File: src/rtl/uart_tx_fifo.sv
// Buffered 8N1 UART transmitter: bytes are queued in a circular FIFO and sent LSB first back-to-back.
// Optional even-parity bit between data and stop is enabled by defining UART_TX_PARITY_EN.
module uart_tx_fifo #(
    parameter int CLK_FREQ = 50000000,
    parameter int UART_BPS = 115200,
    parameter int FIFO_AW  = 4
) (
    input  logic               clk,
    input  logic               rst_n,
    input  logic [7:0]         tx_data,
    input  logic               tx_en,
    output logic               uart_txd,
    output logic               uart_tx_busy,
    output logic               fifo_full,
    output logic               fifo_empty,
    output logic [FIFO_AW:0]   fifo_count,
    output logic               tx_overflow
);

    localparam int BPS_CNT = CLK_FREQ / UART_BPS;
    localparam int CNT_W   = (BPS_CNT > 1) ? $clog2(BPS_CNT) : 1;
    localparam logic [CNT_W-1:0] CNT_LAST = CNT_W'(BPS_CNT - 1);
    localparam int DEPTH   = 1 << FIFO_AW;
    localparam logic [FIFO_AW:0] DEPTH_CNT = (FIFO_AW + 1)'(DEPTH);

    typedef enum logic [2:0] {
        S_IDLE,
        S_START,
        S_DATA,
`ifdef UART_TX_PARITY_EN
        S_PARITY,
`endif
        S_STOP
    } state_e;

    state_e               state_q, state_d;
    logic [CNT_W-1:0]     cnt_q, cnt_d;
    logic [2:0]           bit_q, bit_d;
    logic [7:0]           shift_q, shift_d;
    logic                 txd_q, txd_d;
    logic [FIFO_AW-1:0]   wr_ptr_q, wr_ptr_d;
    logic [FIFO_AW-1:0]   rd_ptr_q, rd_ptr_d;
    logic [FIFO_AW:0]     count_q, count_d;
    logic                 ovf_q, ovf_d;
    logic [7:0]           mem [DEPTH];

    logic                 push;
    logic                 pop;
    logic                 bit_end;
    logic                 full;
    logic                 empty;

    assign full    = (count_q == DEPTH_CNT);
    assign empty   = (count_q == '0);
    assign bit_end = (cnt_q == CNT_LAST);

    always_comb begin
        state_d  = state_q;
        cnt_d    = bit_end ? '0 : cnt_q + 1'b1;
        bit_d    = bit_q;
        shift_d  = shift_q;
        pop      = 1'b0;
        push     = tx_en && !full;
        txd_d    = 1'b1;

        case (state_q)
            S_IDLE: begin
                cnt_d = '0;
                if (!empty) begin
                    pop     = 1'b1;
                    shift_d = mem[rd_ptr_q];
                    state_d = S_START;
                end
            end
            S_START: begin
                if (bit_end) begin
                    state_d = S_DATA;
                    bit_d   = 3'd0;
                end
            end
            S_DATA: begin
                if (bit_end) begin
                    if (bit_q == 3'd7) begin
`ifdef UART_TX_PARITY_EN
                        state_d = S_PARITY;
`else
                        state_d = S_STOP;
`endif
                    end else begin
                        bit_d = bit_q + 3'd1;
                    end
                end
            end
`ifdef UART_TX_PARITY_EN
            S_PARITY: begin
                if (bit_end) begin
                    state_d = S_STOP;
                end
            end
`endif
            S_STOP: begin
                if (bit_end) begin
                    // Chain straight into the next start bit so queued frames have no idle gap.
                    if (!empty) begin
                        pop     = 1'b1;
                        shift_d = mem[rd_ptr_q];
                        state_d = S_START;
                    end else begin
                        state_d = S_IDLE;
                    end
                end
            end
            default: state_d = S_IDLE;
        endcase

        // The line is registered, so it is derived from the state being entered.
        case (state_d)
            S_START:  txd_d = 1'b0;
            S_DATA:   txd_d = shift_d[bit_d];
`ifdef UART_TX_PARITY_EN
            S_PARITY: txd_d = ^shift_d;
`endif
            default:  txd_d = 1'b1;
        endcase

        wr_ptr_d = push ? wr_ptr_q + 1'b1 : wr_ptr_q;
        rd_ptr_d = pop  ? rd_ptr_q + 1'b1 : rd_ptr_q;
        count_d  = count_q + {{FIFO_AW{1'b0}}, push} - {{FIFO_AW{1'b0}}, pop};
        ovf_d    = tx_en && full;
    end

    always_ff @(posedge clk or negedge rst_n) begin
        if (!rst_n) begin
            state_q  <= S_IDLE;
            cnt_q    <= '0;
            bit_q    <= '0;
            shift_q  <= '0;
            txd_q    <= 1'b1;
            wr_ptr_q <= '0;
            rd_ptr_q <= '0;
            count_q  <= '0;
            ovf_q    <= 1'b0;
        end else begin
            state_q  <= state_d;
            cnt_q    <= cnt_d;
            bit_q    <= bit_d;
            shift_q  <= shift_d;
            txd_q    <= txd_d;
            wr_ptr_q <= wr_ptr_d;
            rd_ptr_q <= rd_ptr_d;
            count_q  <= count_d;
            ovf_q    <= ovf_d;
        end
    end

    always_ff @(posedge clk) begin
        if (push) begin
            mem[wr_ptr_q] <= tx_data;
        end
    end

    assign uart_txd     = txd_q;
    assign uart_tx_busy = (state_q != S_IDLE) || !empty;
    assign fifo_full    = full;
    assign fifo_empty   = empty;
    assign fifo_count   = count_q;
    assign tx_overflow  = ovf_q;

endmodule

File: config.mk
export PLATFORM = sky130hd
export DESIGN_NAME = uart_tx_fifo
export DESIGN_NICKNAME = d
export VERILOG_FILES = /design/src/rtl/uart_tx_fifo.sv
export SDC_FILE = /design/constraint.sdc
export NUM_CORES = 1
export LEC_CHECK = 0
export ABC_CLOCK_PERIOD_IN_PS = 3200
export CORE_ASPECT_RATIO = 0.9
export CORE_MARGIN = 5
export CORE_UTILIZATION = 40
export CTS_CLUSTER_SIZE = 28
export DETAILED_ROUTE_END_ITERATION = 6
export GPL_TIMING_DRIVEN = 0
export SYNTH_ARGS = -nofsm -noshare
export SYNTH_HDL_FRONTEND = slang
export SYNTH_SLANG_ARGS = --single-unit
File: constraint.sdc
create_clock -name clk -period 3.2 [get_ports clk]
set_input_delay 0.48 -clock clk [delete_from_list [all_inputs] [get_ports clk]]
set_output_delay 0.48 -clock clk [all_outputs]
set_load 0.03 [all_outputs]
==> results of run 1 <==
==> power breakdown <==
group,switching (mW),internal [mW]
Combinational,1.15,0.923
Sequential,0.173,2.66
Clock,0.810,1.14
==> cells by family (layout without fill, tap and decap cells) <==
| kind of cell | after synthesis | count (layout) |
|---|---|---|
| DFF | 166 | 166 |
| and+or+nand+nor | 101 | 101 |
| AOI/OAI and AO/OA | 50 | 50 |
| buffers and inverters | 37 | 91 |
| muxes | 36 | 36 |
| xor gates and xnor gates | 16 | 16 |
| adders and majority gates | 15 | 15 |
| other | 1 | 1 |
==> critical path: cells and delay by family (launching register included) <==
kind,cells,cell delay [ns]
xor gates and xnor gates,1,0.11
DFF,1,0.40
adders and majority gates,4,0.97
AOI/OAI and AO/OA,2,0.33
and+or+nand+nor,4,0.50
buffers and inverters,5,0.44
==> cell usage after synthesis, types with 2 or more instances <==
| cell type | count |
|---|---|
| or3_1 | 3 |
| nand3_1 | 5 |
| a22oi_1 | 13 |
| a31oi_1 | 2 |
| buf_2 | 7 |
| xnor2_1 | 12 |
| and2_1 | 3 |
| xor2_1 | 4 |
| nand2_1 | 34 |
| a21o_1 | 4 |
| a22o_1 | 4 |
| dfrtp_1 | 37 |
| clkbuf_1 | 6 |
| inv_1 | 17 |
| o21ai_1 | 4 |
| o31ai_1 | 2 |
| buf_1 | 3 |
| nor3_1 | 7 |
| mux2_2 | 2 |
| mux4_1 | 3 |
| nor2b_1 | 5 |
| edfxtp_1 | 128 |
| o21ai_0 | 5 |
| ha_1 | 14 |
| nand2b_1 | 3 |
| and3_1 | 2 |
| a21oi_1 | 8 |
| nor2_1 | 32 |
| mux4_2 | 30 |
| nand4_1 | 2 |
==> cell type report <==
type | count | area [um^2] | area share
flip-flops and latches | 166 | 4796 | 0.5947
repair buffers | 25 | 232.7 | 0.02886
well taps | 235 | 294.0 | 0.03646
inverters | 18 | 70.07 | 0.008689
plain buffers | 18 | 102.6 | 0.01272
clock buffers | 18 | 429.2 | 0.05322
clock inverters | 12 | 130.1 | 0.01614
multi-input cells | 219 | 2009 | 0.2492
==> sequential cells by signal, indices dropped and copies added (netlist names) <==
name / flops
cnt_q: 9
wr_ptr_q: 4
tx_overflow: 1
uart_txd: 1
mem: 128
fifo_count: 5
bit_q: 3
state_q: 3
rd_ptr_q: 4
shift_q: 8
==> worst paths after layout <==
| path | slack, ns | start | depth (start not counted) | to |
|---|---|---|---|---|
| min in group clk | 0.47 | shift_q[5] | 2 | shift_q[5] |
| hold / removal | 0.16 | rst_n | 1 | cnt_q[8] |
| hold reg to reg | 0.47 | shift_q[5] | 2 | shift_q[5] |
| max in group asynchronous | 2.47 | rst_n | 1 | wr_ptr_q[3] |
| setup reg to reg | 0.32 | cnt_q[1] | 16 | fifo_count[4] |
| setup / recovery | 0.32 | cnt_q[1] | 16 | fifo_count[4] |
==> per-stage QoR <==
| step | util | hold WS (ns) | instance area (um^2) |
|---|---|---|---|
| after floorplan | - | 0.1844 | 6980 |
| after global placement | 0.4396 | 0.4497 | 7475 |
| after detailed placement | 0.4411 | 0.4567 | 7500 |
| after CTS | 0.4740 | 0.1977 | 8059 |
| after global routing | 0.4742 | 0.2354 | 8064 |
| final | 0.4742 | 0.1626 | 8064 |
==> repair_timing <==
action                                  in CTS  in global routing
setup buffers                                0                  1
resized for setup                            0                  2
endpoints found under the setup margin       0                  1
==> metal layers <==
| metal | track usage | vias to the layer above |
|---|---|---|
| met2 | 0.2395 | 94 |
| li1 | - | 1695 |
| met1 | 0.1843 | 1912 |
| met5 | 0 | - |
| met3 | 0.04450 | 25 |
| met4 | 0.04982 | 0 |
==> impl_metrics.tcl, run 1 <==
set metrics [dict create \
    cts-buffers-inserted 17 \
    slew_headroom 0.3817 \
    status "complete, no violations" \
    routed_wl_mm 13.77 \
    grt_pass1_vias 3891 \
    postCtsHoldBufs 0 \
    hold_class "input pin to async pin" \
    tns_ns 0 \
    drt-initial-drc-count 221 \
    cp.required_ns 3.51 \
    vdd_drop_max_mv 0.4202 \
    cts.sinks 166 \
    slowest_stage "dfrtp_1" \
    p_leak_nw 2.841 \
    nets 491 \
    total_power_mw 6.853 \
    chipHeight_um 135.2 \
    via_count 3726 \
    async_flop_share 0.2289 \
    syn_nets 448 \
    syn_inst 422 \
    dieWidth_um 149.1 \
    synth_compound_area_frac 0.05442 \
    overflow 0 \
    wire_per_inst_um 19.36 \
    place_ws_ns 0.1009 \
    vias_per_cell 5.241 \
    synth_edf_count 128 \
    top_layer_used "met4" \
    instances_no_fill 711 \
    yosysTopAreaCellShare 0.5517 \
    nFillCells 1481 \
    drc_errors 0 \
    layout.cells.most_common_list "edfxtp_1, dfrtp_1, nand2_1, nor2_1, mux4_2" \
    worst_slew_pin_slew_ns 0.9240 \
    grt_setup_unrepaired "no" \
    rows 45 \
    worst_setup_path_start_kind "flip-flop" \
    cp_cell_sequence "inv_1 > ha_1 > nand4b_2 > o31ai_1 > nand2_1 > inv_4 > ha_1 > inv_1 > ha_1 > inv_1 > fa_1 > inv_1 > a21oi_1 > nor2_1 > nor2_1 > xnor2_1" \
    path_class "flip-flop to flip-flop" \
    fin_crit_sh 0.9012 \
    io_buffers 20 \
    first_pass_iters 5 \
    clock_latency_ns 0.42 \
    ys_ff_latch 166 \
    fin_skew_ns 0.01128 \
    dp_hpwl_mm 9.273 \
    htree_levels 4 \
    track_usage 0.1455 \
    syn_avg_cell_area_um2 16.51 \
    area_growth_pct 15.75 \
    setup_viol 0 \
    critical-path-max-stage-delay_ns 0.40 \
    cts.path.max_buffers 2 \
    antenna_cells 0 \
    die_area_um2 20160 \
    drv_cap 0 \
    synthFlopType "edfxtp_1" \
    synth-simple-area-share 0.07040 \
    dp.cells 681 \
    max_freq_mhz 346.7 \
    critPathCaptureType "flip-flop" \
    drive_gt1_frac 0.1765 \
    syn_area_um2 6967 \
    yosys_warnings 0 \
    clockRootBuffer "clkbuf_16" \
    synth_top_area_cell "edfxtp_1" \
    p_per_area_nw_per_um2 849.8 \
    routabilityCongestion 0.8109 \
    met3_length_um 802 \
    muxShareOfSynthArea 0.1130 \
    synth_area_leaders "edfxtp_1, dfrtp_1, mux4_2" \
    wl_met1_mm 5.916 \
    critPathMaxFanout 12 \
    mostFrequentLayoutCell "edfxtp_1" \
    initial_core_util 0.4097 \
    io_pins 21 \
    core_um2 17000 \
    detail-route-antenna-nets 0 \
    finalHoldViolCount 0 \
    clkTransAtPathRegs_ns 0.07 \
    ys_types 51 \
    synth_adder_area_share 0.02802 \
    final.setup.worst_slack_ns 0.3160 \
    cts_tree "built" \
    synth_top_family_by_area "multiplexers" \
    drv_slew 0 \
    synth-xor-area-share 0.02011 \
    yosysSeqAreaShare 0.6884 \
    min_period_ns 2.884 \
    grt_pass1_wl_mm 21.64 \
    antenna_found_initial 0 \
    grt_max_degree 39 \
    critPathArrivalTime_ns 3.19 \
    crit_top_cell "inv_1" \
    wl_met2_mm 6.798 \
]
Note: power is estimated with default switching activity, not from simulation.
==> run 2, diff against run 1 <==
Settings changed: CAP_MARGIN set to 20.
==> results of run 2 <==
No change in the layout: final DEF, timing and power equal those of run 1.
